--- src/rtl/key_debounce.sv ---
// Push-button debouncer: 2-flop synchroniser, long press filter, short release filter,
// registered press/release strobes. Define KEY_LONG_PRESS_EN to build the long-press strobe.
`timescale 1ns/1ps
module key_debounce #(
  parameter int CNT_PER_MS = 50_000,
  parameter int PRESS_MS   = 20,
  parameter int RELEASE_MS = 1,
  parameter int LONG_MS    = 1000
) (
  input  logic       clk,
  input  logic       rst_n,
  input  logic       key,
  output logic       key_stable,
  output logic       key_press,
  output logic       key_release,
  output logic       key_long,
  output logic [1:0] dbg_state
);

  localparam int N      = PRESS_MS * CNT_PER_MS;
  localparam int M      = RELEASE_MS * CNT_PER_MS;
  localparam int L      = LONG_MS * CNT_PER_MS;
  localparam int MAX_NM = (N > M) ? N : M;
  localparam int MAX_A  = (MAX_NM > L) ? MAX_NM : L;
  localparam int CW     = $clog2(MAX_A) + 1;

  localparam logic [CW-1:0] N_LAST = CW'(N - 1);
  localparam logic [CW-1:0] M_LAST = CW'(M - 1);

  typedef enum logic [1:0] {
    S_RELEASED     = 2'd0,
    S_PRESS_FILT   = 2'd1,
    S_PRESSED      = 2'd2,
    S_RELEASE_FILT = 2'd3
  } state_t;

  state_t        r_state;
  logic [CW-1:0] r_cnt;
  logic          r_sync1;
  logic          r_sync2;
  logic          r_key_stable;
  logic          r_key_press;
  logic          r_key_release;
  logic          w_ks;

  // Both flops idle high so reset release never looks like a press edge.
  always_ff @(posedge clk or negedge rst_n) begin
    if (!rst_n) begin
      r_sync1 <= 1'b1;
      r_sync2 <= 1'b1;
    end else begin
      r_sync1 <= key;
      r_sync2 <= r_sync1;
    end
  end

  assign w_ks = r_sync2;

  always_ff @(posedge clk or negedge rst_n) begin
    if (!rst_n) begin
      r_state       <= S_RELEASED;
      r_cnt         <= '0;
      r_key_stable  <= 1'b1;
      r_key_press   <= 1'b0;
      r_key_release <= 1'b0;
    end else begin
      r_key_press   <= 1'b0;
      r_key_release <= 1'b0;
      case (r_state)
        S_RELEASED: begin
          if (!w_ks) begin
            r_state <= S_PRESS_FILT;
            r_cnt   <= '0;
          end
        end
        S_PRESS_FILT: begin
          if (w_ks) begin
            r_state <= S_RELEASED;
            r_cnt   <= '0;
          end else if (r_cnt == N_LAST) begin
            r_state      <= S_PRESSED;
            r_cnt        <= '0;
            r_key_stable <= 1'b0;
            r_key_press  <= 1'b1;
          end else begin
            r_cnt <= r_cnt + CW'(1);
          end
        end
        S_PRESSED: begin
          if (w_ks) begin
            r_state <= S_RELEASE_FILT;
            r_cnt   <= '0;
          end
        end
        S_RELEASE_FILT: begin
          // Falling back to PRESSED is a bounce: no strobe, level unchanged.
          if (!w_ks) begin
            r_state <= S_PRESSED;
            r_cnt   <= '0;
          end else if (r_cnt == M_LAST) begin
            r_state       <= S_RELEASED;
            r_cnt         <= '0;
            r_key_stable  <= 1'b1;
            r_key_release <= 1'b1;
          end else begin
            r_cnt <= r_cnt + CW'(1);
          end
        end
        default: begin
          r_state <= S_RELEASED;
          r_cnt   <= '0;
        end
      endcase
    end
  end

`ifdef KEY_LONG_PRESS_EN
  localparam logic [CW-1:0] L_LAST = CW'(L - 1);
  localparam logic [CW-1:0] L_FULL = CW'(L);

  logic [CW-1:0] r_hold;
  logic          r_key_long;

  // Hold count parks at L after the strobe, so one key_long per press;
  // RELEASE_FILT keeps the count so a release bounce does not restart it.
  always_ff @(posedge clk or negedge rst_n) begin
    if (!rst_n) begin
      r_hold     <= '0;
      r_key_long <= 1'b0;
    end else begin
      r_key_long <= 1'b0;
      if (r_state == S_RELEASED) begin
        r_hold <= '0;
      end else if ((r_state == S_PRESSED) && (r_hold != L_FULL)) begin
        r_hold     <= r_hold + CW'(1);
        r_key_long <= (r_hold == L_LAST);
      end
    end
  end

  assign key_long = r_key_long;
`else
  assign key_long = 1'b0;
`endif

  assign key_stable  = r_key_stable;
  assign key_press   = r_key_press;
  assign key_release = r_key_release;
  assign dbg_state   = r_state;

endmodule
--- config.mk ---
export PLATFORM = sky130hd
export DESIGN_NAME = key_debounce
export DESIGN_NICKNAME = d
export VERILOG_FILES = /design/src/rtl/key_debounce.sv
export SDC_FILE = /design/constraint.sdc
export NUM_CORES = 1
export LEC_CHECK = 0
export ABC_AREA = 0
export BUFFER_PORTS_ARGS = -buffer_cell sky130_fd_sc_hd__buf_4
export CAP_MARGIN = 20
export CORE_MARGIN = 2
export CORE_UTILIZATION = 45
export CTS_CLUSTER_SIZE = 24
export DETAILED_ROUTE_END_ITERATION = 7
export GPL_TIMING_DRIVEN = 0
export REMOVE_ABC_BUFFERS = 1
export SKIP_CTS_REPAIR_TIMING = 1
export SYNTH_ARGS = -nofsm -noshare
export SYNTH_HDL_FRONTEND = slang
export SYNTH_SLANG_ARGS = --single-unit
--- constraint.sdc ---
create_clock -name clk -period 4.5 [get_ports clk]
set_clock_uncertainty 0.2 [all_clocks]
set_input_delay 1.125 -clock clk [delete_from_list [all_inputs] [get_ports clk]]
set_output_delay 1.125 -clock clk [all_outputs]
set_load 0.05 [all_outputs]
==> metrics.md <==
| Metric | Value |
|---|---|
| Status | `finished clean` |
| Number of global-route vias before repair | `about 1500` |
| Max Cap Viol | `0` |
| Met3 wire length | `roughly 170 um` |
| DRT met1 WL | `around 2.1 mm` |
| Clock Latency Late Sink | `290 ps` |
| Fraction of registers with async set or reset after synthesis | `100%` |
| Slew @ Worst Pin | `723 ps` |
| Post-DP HPWL | `roughly 2.8 mm` |
| Most frequent cells in the layout | `31 x dfrtp_1, 22 x nand2_1, 20 x a21oi_1` |
| Mux contribution to synthesized area | `less than 1%` |
| Synth Cell Area | `between 0.0015 and 0.002 mm2` |
| Final hold vios | `0` |
| Final min period | `approximately 3000 ps` |
| Hold Crit Start | `r_sync1` |
| Worst Path Max Fanout | `between 40 and 50` |
| Initial antenna violation count | `0` |
| Worst Hold Slack | `between 150 and 200 ps` |
| GR Util All Layers | `between 10% and 20%` |
| Clock transition at the registers of the reported paths | `70 ps` |
| Clock sink count | `34` |
| PnR worst setup slack | `~1500 ps` |
| Ports | `9` |
| Die width | `between 60 and 70 um` |
| Worst hold path endpoint | `r_sync2` |
| Max layer used | `met4` |
| Peak ir drop on the vdd network | `approximately 0.32 mV` |
| Post-synth top flop | `dfrtp_1` |
| RSZ-0062 raised after global routing | `false` |
| Routed WL | `4.35 mm` |
| Worst min path class | `flop to flop` |
| Antenna Cells | `0` |
| Compound-cell area share of the yosys netlist | `19.3%` |
| Crit share post-route | `67.7%` |
| Initial DRC count | `roughly 150` |
| Yosys warnings | `0` |
| CTS tree | `yes` |
| Area of the multi-input gates | `~960 um2` |
| Synth Area in Adders | `0.649%` |
| Fin. max-slew vios | `0` |
| Post-synthesis simple-gate area fraction | `between 20% and 30%` |
| Commonest non-fill, non-tap cell in the layout | `dfrtp_1` |
| Final #Nets | `between 200 and 250` |
| GRT overflow | `0` |
| Cells after Synth | `roughly 210` |
| EDFF count, synth | `0` |
| FILL cells | `about 370` |
| Router iterations before antenna repair | `4` |
| Cell row count | `23` |
| Layout area overhead | `5.97%` |
| Remaining DRCs | `0` |
| Reg area | `around 850 um2` |
| Sequential share of the synthesized area | `approximately 44%` |
| Post-route ant nets | `0` |
| Via density | `~6.3` |
| Setup-failing EPs final | `0` |
| Cells after DPL | `254` |
| R2R Setup Slk | `~1500 ps` |
| Fmax | `between 300 and 400 MHz` |
| Starting Density | `a little under half` |
| CTS buffer count | `5` |
| Util after Layout | `between 50 and 60%` |
| Count of cell types in the netlist | `47` |
| Cell Count, Final, Fillers Out | `~260` |
| Share of layout cells above drive strength 1 | `a little over a tenth` |
| First-pass GRT wire length | `approximately 7.4 mm` |
| Die height | `approximately 69 um` |
| Total negative setup slack | `0 ps` |
| Cells on Worst Hold Path | `0` |
| Setup crit end kind | `flop` |
| Metal2 WL | `slightly above 2 mm` |
| Worst path arrival time | `3020 ps` |
| Setup WS pre-CTS | `about 1500 ps` |
| P_leak | `0.811 nW` |
| CTS H-Tree Depth | `2` |
| Port Buffer Count | `7` |
| Power per cell area | `approximately 420 mW/mm2` |
| CP required | `4470 ps` |
| Mean post-synth cell area | `between 9 and 10 um2` |
| WS Path Type | `flop to flop` |
| Largest area contributor in the netlist | `dfrtp_1` |
| Wire per inst | `approximately 17 um` |
| DR vias | `around 1700` |
| FF-to-FF End | `r_cnt[17]` |
| Synth Area in XOR/XNOR | `less than 1%` |
| Core Region | `between 0.004 and 0.005 mm2` |
| CP startpoint kind | `flop` |
| CTS root buffer | `clkbuf_8` |
| Number of synthesized register bits | `34` |
| RD Place Congestion | `around 0.85` |
| Worst R2R Start | `r_cnt[12]` |
| Die area | `between 0.004 and 0.005 mm2` |
| R2R cell count | `6` |
| Largest family of logic cells by synthesized area | `simple AND/OR/NAND/NOR gates` |
| Ranking of synthesized cells by area | `dfrtp_1 40%, a21oi_1 5.2%, a31oi_1 5.2%, nand2_1 4.3%, dfstp_2 4.1%` |
| Area fraction of the dominant cell type after synthesis | `between 40 and 50%` |
| Clock tree buffer depth | `2` |
| Largest net degree at the start of global routing | `between 40 and 50` |
| Relative max-transition margin | `between 50 and 60%` |
## synthesized netlist by cell type (all sizes together) (2+ instances only)
cell type	n
buf	9
nor3b	2
nor4	4
o21bai	2
or2b	2
dfstp	3
nand4	9
inv	5
nand2b	3
and3	5
or4	2
a41oi	3
or3	3
and4	2
clkbuf	7
a221o	2
or2	2
nor2	12
nor3	6
o21ai	5
nand3	15
nand2	23
a22o	2
dfrtp	31
a31oi	16
nor4b	3
a21oi	20
o211ai	2
## cells by family after synthesis
group                      count (synthesis)
other                                      1
DFF                                       34
adders and majority gates                  1
AOI/OAI and AO/OA                         56
xor gates and xnor gates                   1
and+or+nand+nor                           98
muxes                                      1
buffers and inverters                     21
## state kept, by name (all words and copies together), names as in the netlist, named ones only
name / cells
dbg_state: 1
r_cnt: 27
r_sync1: 1
r_sync2: 1
key_stable: 1
key_release: 1
key_press: 1
## power by group
group	switching [mW]	internal, mW	leakage [nW]	total (mW)
clock network	0.111	0.123	0.0482	0.234
logic	0.198	0.0832	0.305	0.282
registers	0.0263	0.326	0.458	0.353
## worst max-delay path by stage
| stage | end | from | depth (start not counted) |
|---|---|---|---|
| 4_1_cts | r_cnt[17] | r_cnt[12] | 6 |
| 5_1_grt | r_cnt[17] | r_cnt[20] | 6 |
| 2_1_floorplan | r_cnt[17] | r_cnt[20] | 6 |
| 3_3_place_gp | r_cnt[17] | r_cnt[22] | 6 |
| 3_5_place_dp | r_cnt[17] | r_cnt[12] | 6 |
| 6_report | r_cnt[17] | r_cnt[12] | 6 |
## critical path, cell delays in order, from the launching register on
cell and delay (ps):
dfrtp_1 460, nor4b_2 360, nand4_2 230, o41ai_4 520
nand2_2 530, and3_1 370, a221o_1 250
## cell type report
cell class	count	area share (%)
inverter	5	0.918
multi-input combinational	158	46.8
tap	50	3.06
clock buffer	7	4.22
timing repair buffer	8	2.94
sequential	34	41.8
clock inverter	1	0.245
## metrics by stage
| stage | total power [mW] | cell area [um2] |
|---|---|---|
| floorplan | 0.548 | 1830 |
| global placement | 0.623 | 1950 |
| detailed placement | 0.631 | 1950 |
| CTS | 0.866 | 2040 |
| global route | 0.923 | 2040 |
| finish | 0.869 | 2040 |
## layer usage
metal,track usage (%),vias up
li1,-,795
met5,0,-
met3,5.52,9
met1,25.6,810
met2,28.7,40
met4,9.80,0
Power figures use the tool's default switching activity.
